$ cat src/rtl/flappy_pkg.sv
// Shared types and constants for the Flappy Bird obstacle scheduler.
// Latency: n/a (package only).
// Backpressure: n/a.
package flappy_pkg;

    typedef enum logic [1:0] {IDLE, RUN, PAUSE, OVER} game_state_t;

    // Feedback taps q7, q5, q4, q3 of the 8-bit gap-row LFSR.
    localparam logic [7:0] LFSR_TAPS = 8'hB8;
    localparam int GAP_ROW_W = 3;

    function automatic logic [7:0] lfsr_next(input logic [7:0] q);
        return {q[6:0], ^(q & LFSR_TAPS)};
    endfunction

endpackage

$ cat src/rtl/period_ticker.sv
// Loadable period counter: tick in the last cycle of each period, then reload.
// Latency: tick is combinational from registered count; reload takes effect next cycle.
// Backpressure: none; en freezes the count, clr restarts at BASE_PERIOD.
module period_ticker #(
    parameter int WIDTH       = 10,
    parameter int BASE_PERIOD = 1024
) (
    input  logic           clk,
    input  logic           reset,
    input  logic           en,
    input  logic           clr,
    input  logic [WIDTH:0] load_period,
    output logic           tick
);

    logic [WIDTH-1:0] cycle;
    // One bit wider than the count so a full 2**WIDTH period is representable.
    logic [WIDTH:0]   period_cur;

    assign tick = en && ({1'b0, cycle} >= period_cur - (WIDTH+1)'(1));

    always_ff @(posedge clk or posedge reset) begin
        if (reset) begin
            cycle      <= '0;
            period_cur <= (WIDTH+1)'(BASE_PERIOD);
        end else if (clr) begin
            cycle      <= '0;
            period_cur <= (WIDTH+1)'(BASE_PERIOD);
        end else if (tick) begin
            cycle      <= '0;
            period_cur <= load_period;
        end else if (en) begin
            cycle      <= cycle + WIDTH'(1);
        end
    end

endmodule

$ cat src/rtl/block_scroll_scheduler.sv
// Game FSM driving pipe scroll ticks, spawn pulses with LFSR gap rows, and speed levels.
// Latency: shift_tick/spawn/gap_row combinational from registered state; level updates next cycle.
// Backpressure: none; single-cycle pulse inputs are sampled every clock.
module block_scroll_scheduler
    import flappy_pkg::*;
#(
    parameter int         WIDTH       = 10,
    parameter int         BASE_PERIOD = 1024,
    parameter int         PERIOD_STEP = 128,
    parameter int         MAX_LEVEL   = 4,
    parameter int         SPAWN_TICKS = 4,
    parameter int         LEVEL_PIPES = 5,
    parameter logic [7:0] LFSR_SEED   = 8'hA5
) (
    input  logic                 clk,
    input  logic                 reset,
    input  logic                 start,
    input  logic                 pause,
    input  logic                 collide,
    input  logic                 pipe_passed,
    output logic                 shift_tick,
    output logic                 spawn,
    output logic [GAP_ROW_W-1:0] gap_row,
    output logic [2:0]           speed_level,
    output logic                 running,
    output logic                 game_over
);

    localparam int SPW = $clog2(SPAWN_TICKS + 1);
    localparam int PSW = $clog2(LEVEL_PIPES + 1);

    game_state_t    state;
    logic [SPW-1:0] spawn_cnt;
    logic [PSW-1:0] pass_cnt;
    logic [7:0]     lfsr;
    logic [WIDTH:0] reload;
    logic           tick_en;
    logic           tick_clr;
    logic           start_run;
    logic           pass_ok;

    // A collide cycle never ticks, so the pipes freeze exactly where the bird hit.
    assign tick_en   = (state == RUN) && !collide;
    assign tick_clr  = (state == IDLE) || (state == OVER);
    assign start_run = start && tick_clr;
    assign pass_ok   = (state == RUN) && pipe_passed && !collide;
    assign reload    = (WIDTH+1)'(BASE_PERIOD - int'(speed_level) * PERIOD_STEP);

    period_ticker #(
        .WIDTH       (WIDTH),
        .BASE_PERIOD (BASE_PERIOD)
    ) u_ticker (
        .clk         (clk),
        .reset       (reset),
        .en          (tick_en),
        .clr         (tick_clr),
        .load_period (reload),
        .tick        (shift_tick)
    );

    assign spawn     = shift_tick && (spawn_cnt == SPW'(SPAWN_TICKS - 1));
    assign gap_row   = lfsr[GAP_ROW_W-1:0];
    assign running   = (state == RUN);
    assign game_over = (state == OVER);

    always_ff @(posedge clk or posedge reset) begin
        if (reset) begin
            state       <= IDLE;
            spawn_cnt   <= '0;
            pass_cnt    <= '0;
            speed_level <= '0;
            lfsr        <= LFSR_SEED;
        end else begin
            case (state)
                IDLE, OVER: if (start) state <= RUN;
                RUN: begin
                    if (collide)    state <= OVER;
                    else if (pause) state <= PAUSE;
                end
                PAUSE:      if (pause) state <= RUN;
                default:    state <= IDLE;
            endcase

            // A new game restarts the level schedule but keeps the LFSR running.
            if (start_run) begin
                spawn_cnt   <= '0;
                pass_cnt    <= '0;
                speed_level <= '0;
            end else begin
                if (shift_tick)
                    spawn_cnt <= spawn ? '0 : spawn_cnt + SPW'(1);
                if (spawn)
                    lfsr <= lfsr_next(lfsr);
                if (pass_ok) begin
                    if (pass_cnt == PSW'(LEVEL_PIPES - 1)) begin
                        pass_cnt <= '0;
                        if (speed_level < 3'(MAX_LEVEL))
                            speed_level <= speed_level + 3'd1;
                    end else begin
                        pass_cnt <= pass_cnt + PSW'(1);
                    end
                end
            end
        end
    end

endmodule

$ cat config.mk
export PLATFORM = sky130hd
export DESIGN_NAME = block_scroll_scheduler
export DESIGN_NICKNAME = d
export VERILOG_FILES = /design/src/rtl/flappy_pkg.sv /design/src/rtl/period_ticker.sv /design/src/rtl/block_scroll_scheduler.sv
export SDC_FILE = /design/constraint.sdc
export NUM_CORES = 1
export LEC_CHECK = 0
export CELL_PAD_IN_SITES_DETAIL_PLACEMENT = 0
export CELL_PAD_IN_SITES_GLOBAL_PLACEMENT = 1
export CORE_MARGIN = 5
export CORE_UTILIZATION = 39
export CTS_CLUSTER_DIAMETER = 80
export DETAILED_ROUTE_END_ITERATION = 6
export PLACE_DENSITY = 0.75
export REMOVE_ABC_BUFFERS = 1
export SYNTH_ARGS = -nofsm -noshare
export SYNTH_HDL_FRONTEND = slang
export SYNTH_SLANG_ARGS = --single-unit
$ cat constraint.sdc
create_clock -name clk -period 2.9 [get_ports clk]
set_clock_uncertainty 0.15 [all_clocks]
set_input_delay 0.58 -clock clk [delete_from_list [all_inputs] [get_ports clk]]
set_output_delay 0.58 -clock clk [all_outputs]
set_load 0.005 [all_outputs]
-- After elaboration in Yosys (flattened, before gate mapping)
Index checks and enable logic that the tools add are counted.
- bits in registers: 40
- input port bits: 6
- output and inout port bits: 10
- add/subtract/negate cells: 6
- magnitude comparators: 2
- equality and inequality tests: 8
- mux-type cells: 20
- bitwise gates (word level): 1
- reduce and logical (&&, ||, !) cells: 20
- operators by type and width (cell ; count):
    two-way mux 10 bit ; 3
    two-way mux 3 bit ; 10
    two-way mux 11 bit ; 2
    >= comparator 10 x 11 -> 1 bit ; 1
    subtractor 11 x 1 -> 11 bit, second input constant ; 1
    subtractor 11 x 10 -> 11 bit, first input constant ; 1
    adder 10 x 1 -> 10 bit, second input constant ; 1
    nonzero test 2 bit ; 5
    adder 3 x 1 -> 3 bit, second input constant ; 3
    two-way mux 2 bit ; 4
    parity 8 bit ; 1
    logical AND 1 bit ; 6
    case mux 2 bit (3 select lines) ; 1
    AND reduction 3 bit ; 2
    equality test 2 bit, second input constant ; 2
    inequality test 2 bit, second input constant ; 2
    equality test 3 x 2 -> 1 bit, second input constant ; 1
    equality test 3 bit, second input constant ; 1
    < comparator 3 bit, second input constant ; 1
    inequality test 3 bit, second input constant ; 1
    nonzero test 3 bit ; 1
    equality test 2 x 1 -> 1 bit, second input constant ; 1
    zero test 2 bit ; 1
    AND reduction 2 bit ; 1
    other kinds (4) ; 4

-- Depth between registers and ports, before layout
- depth in word-level cells: 7
- depth in mapped cells: 10
- gate-level depth less buffers: 9

-- Hierarchy
Synthesis repeated with hierarchy kept, for this count alone.
- cells, all modules: 248
- area, all modules: 2518.7 um2
- by module, submodules not included (module ; times used ; cells an instance ; area each (um2) ; seq. area each (um2)):
    period_ticker ; 1 ; 150 ; 1471.4 ; 526.8
    block_scroll_scheduler ; 1 ; 98 ; 1047.3 ; 480.5

-- Worst setup path before layout
OpenSTA, ideal clock, no wires.
- path type: flip-flop to output port
- start point: register u_ticker.period_cur[7]
- end point: output spawn
- data arrival time: 2.073 ns
- data required time: 2.170 ns
- slack: 0.097 ns
- stages on the path, launching flop included: 10
- cell sequence: dfrtp_1 > inv_1 > ha_1 > xnor2_1 > ha_1 > nand4_1 > or3b_1 > a211oi_2 > buf_2 > and2_1
- longest elaborated chain between the ends: 4
- ends and longest elaborated chain (what ; RTL line ; text):
    start, declared ; period_ticker.sv:18 ; logic [WIDTH:0] period_cur;
    start signal, assigned ; period_ticker.sv:25 ; period_cur <= (WIDTH+1)'(BASE_PERIOD);
    start signal, assigned ; period_ticker.sv:28 ; period_cur <= (WIDTH+1)'(BASE_PERIOD);
    start signal, assigned ; period_ticker.sv:31 ; period_cur <= load_period;
    subtractor 11 x 1 -> 11 bit ; period_ticker.sv:20 ; assign tick = en && ({1'b0, cycle} >= period_cur - (WIDTH+1)'(1));
    >= comparator 10 x 11 -> 1 bit ; period_ticker.sv:20 ;
    logical AND 1 bit ; period_ticker.sv:20 ;
    named net shift_tick ; block_scroll_scheduler.sv:21 ; output logic shift_tick,
    logical AND 1 bit ; block_scroll_scheduler.sv:61 ; assign spawn = shift_tick && (spawn_cnt == SPW'(SPAWN_TICKS - 1));
    end, declared ; block_scroll_scheduler.sv:22 ; output logic spawn,
The timed path passes the listed nets, and every way through them passes these cells.

-- Worst setup path after layout
- start point: register u_ticker.period_cur[8]
- end point: output spawn
- longest elaborated chain between the ends: 4
- ends and longest elaborated chain (what ; RTL line):
    subtractor 11 x 1 -> 11 bit ; period_ticker.sv:20
    >= comparator 10 x 11 -> 1 bit ; period_ticker.sv:20
    logical AND 1 bit ; period_ticker.sv:20
    logical AND 1 bit ; block_scroll_scheduler.sv:61
No other way between the ends.

==> flow_summary.ini <==
[run_status]
status = finished, violations left
violations = negative setup slack

[clock_tree]
tritoncts = done
root_buffer = clkbuf_8
cts_buffers = 5
clkLatencyLatePin_ns = 0.28
numClockSinks = 33
ctsHoldBuffers = 0
path_clk_slew_ns = 0.07
htree_levels = 2
cts.path.max_buffers = 2

[worst_setup_path]
ff2ff_setup_slack_ns = -0.05
crit_path_start_kind = flop
cp-endpoint = spawn
worst-r2r-cell-count = 10
path_cells = inv_2 > ha_4 > xnor2_2 > ha_1 > nand4_1 > or3b_4 > a211oi_4 > and2_1 > buf_2
r2r_end = lfsr[6]$_DFFE_PP0P_
path_buf_inv = 2
critical_path.top_delay_family = simple AND/OR/NAND/NOR gates
crit_type = flop to primary output
crit_path_max_fanout = 3
crit_path_start = u_ticker.period_cur[8]$_DFFE_PP0P_
reg2reg_from = u_ticker.period_cur[8]$_DFFE_PP0P_
critPathRequiredTime_ns = 2.17
path_depth = 9
endpoint_kind = primary output
crit_arrival_ns = 2.35
critPathSlowestCell = or3b_4
cp_slowest_stage_delay_ns = 0.43

[final_layout]
ff_latch_area_um2 = 832
post_route_cells_drive_above_1_share_pct = 21.5
diodes = 0
finalNetCount = 223
n_fill_cell = 415
area_growth_pct = 21.4
multi_input_area_um2 = 908

[global_routing]
grt_remaining_overflow = 0
grtUsageMet2_pct = 22.1
grt_pass1_wl_um = 6450
grtUsageTotal_pct = 13.1
grt_antenna_before_repair = 0
grt_busiest_layer = met2
grtUsageMet3_pct = 3.13
grt_max_degree = 34
grt_pass1_vias = 1432
grtUsageMet1_pct = 15.9

[hold_path]
min_path_type = flop to flop
min_from = spawn_cnt[2]$_DFFE_PP0P_

[sta]
maxSlewHeadroom_pct = 67.8
drv_slew = 0
rsz0062_at_grt = true
setup_viol = 10
tightestPinTransition_ns = 0.479
tns_ns = -0.552
fmax_ghz = 0.324
fin_ws_ns = -0.184
fin_crit_sh_pct = 106
finalHoldViolCount = 0
layout_min_cycle_time_ns = 3.08
holdWs_ns = 0.355

[drt]
postRouteAntennaNets = 0
dr.pass1.iters = 4
wl_per_cell_um = 14.0
first_iter_violations = 93
routed_wl_um = 3590
vias = 1313
drc = 0
via_per_inst = 5.11

[floorplan]
die_w_um = 77.8
ioPinCount = 16
fp.dieH_um = 77.8
std_cell_rows = 24
core_region_area_um2 = 4410
dieArea_um2 = 6050
start_util_pct = 40.6

[logic_synthesis]
synth_ff_type = dfrtp_1
ys_seq_elements = 33
yosysWarnings = 0
yosysTopAreaCellShare_pct = 39.1
synth_cell_type_count = 34
yosysSeqAreaShare_pct = 46.4
synth-edff-count = 0
async_reset_ff_share_pct = 100
ys_top_cells_by_area = dfrtp_1, ha_1, dfstp_2, xnor2_1, nor2_1
yosysTopAreaCell = dfrtp_1
synth_area_um2 = 1790
synthCells = 178
synth.avg_cell_area_um2 = 10.1

[placed_design]
dp_hpwl_um = 2570
pre_cts_ws_ns = -0.227
gp_congestion = 0.776
port_buffers = 15

[power]
peakVddDrop_v = 0.000320
p_leak_uw = 0.00101
power_density_nw_per_um2 = 541

[flow_run]
drv_cap = 0
## worst min-delay path, cell delays in order, from the launching register on
cell	delay [ns]
dfrtp_1	0.38
nand2_1	0.06
a21oi_1	0.04
## per-layer routing
layer / up-vias / share of wire [%]
met5: - / 0
met4: 0 / 1.8
met3: 10 / 2.9
met2: 22 / 50
met1: 646 / 45
li1: 635 / -
## how the worst min path moves through the flow
stage / to / depth (start not counted) / slack (ns)
global placement: lfsr[6]$_DFFE_PP0P_ / 1 / 0.33
global route: lfsr[6]$_DFFE_PP0P_ / 1 / 0.39
detailed placement: spawn_cnt[2]$_DFFE_PP0P_ / 2 / 0.35
floorplan: lfsr[6]$_DFFE_PP0P_ / 1 / 0.32
finish: spawn_cnt[2]$_DFFE_PP0P_ / 2 / 0.35
CTS: spawn_cnt[2]$_DFFE_PP0P_ / 2 / 0.36
## registers in the layout, summed over array words and instances (netlist names)
register             flops
u_ticker.cycle          10
lfsr                     8
u_ticker.period_cur      4
pass_cnt                 3
spawn_cnt                3
speed_level              3
state                    2
## layout by cell type (no fill, tap or decap), types with 2 or more instances in the layout
cell type	Yosys	routed
a21oi_1	11	11
clkdlybuf4s50_1	0	13
nand2b_1	2	2
nor3_1	3	3
nor2_1	25	25
mux2i_1	5	5
nand4_1	2	2
inv_2	0	2
o21ai_0	4	4
dfstp_2	5	5
clkinv_2	0	2
buf_4	4	13
xor2_1	5	5
nand3_1	3	3
nand2_1	13	13
inv_1	12	10
clkbuf_8	0	5
ha_1	13	11
and2_1	2	2
nor2b_1	3	3
ha_4	0	2
a21o_1	2	2
mux2_2	8	8
dfrtp_1	28	28
xnor2_1	11	10
## final cells by class
class | count | share of cell area [%]
clock inverters | 2 | 0.460
repair buffers | 28 | 11.2
clock buffers | 6 | 3.33
flip-flops and latches | 33 | 38.2
well taps | 52 | 2.99
multi-input cells | 124 | 41.7
inverters | 12 | 2.07
## kinds of logic after synthesis
group / Yosys count / synth area share [%]
adder cells (fa/ha/maj): 13 / 9.07
AO/OA/AOI/OAI: 21 / 7.40
multiplexers: 13 / 7.82
buffers and inverters: 21 / 5.37
flip-flops: 33 / 46.4
AND/OR/NAND/NOR: 61 / 16.1
XOR/XNOR: 16 / 7.82
## report_power, final
| part | internal, µW | switching (µW) |
|---|---|---|
| clock | 166 | 162 |
| combinational | 128 | 197 |
| sequential | 492 | 32.2 |
| total | 786 | 391 |
## what timing repair did
action | in CTS | in global routing
setup buffers | 3 | 0
resized for setup | 18 | 0
setup endpoints to repair | 10 | 10
pin swaps | 4 | 0
## synthesized netlist by cell type (4+ instances only)
cell type	number
mux2i_1	5
xor2_1	5
inv_1	12
mux2_2	8
a21oi_1	11
ha_1	13
o21ai_0	4
buf_4	4
xnor2_1	11
dfstp_2	5
nor2_1	25
nand2_1	13
dfrtp_1	28
## per-stage QoR
step                      total power (µW)  instances  instance area (µm²)  utilization, %
final                                 1180        257                 2180            49.3
after global routing                  1270        257                 2180            49.3
after CTS                             1200        257                 2180            49.3
after detailed placement               859        246                 2030            46.0
after global placement                 843        246                 2030            46.0
after floorplan                        736        169                 1740               -
Note: power is estimated with default switching activity, not from simulation.
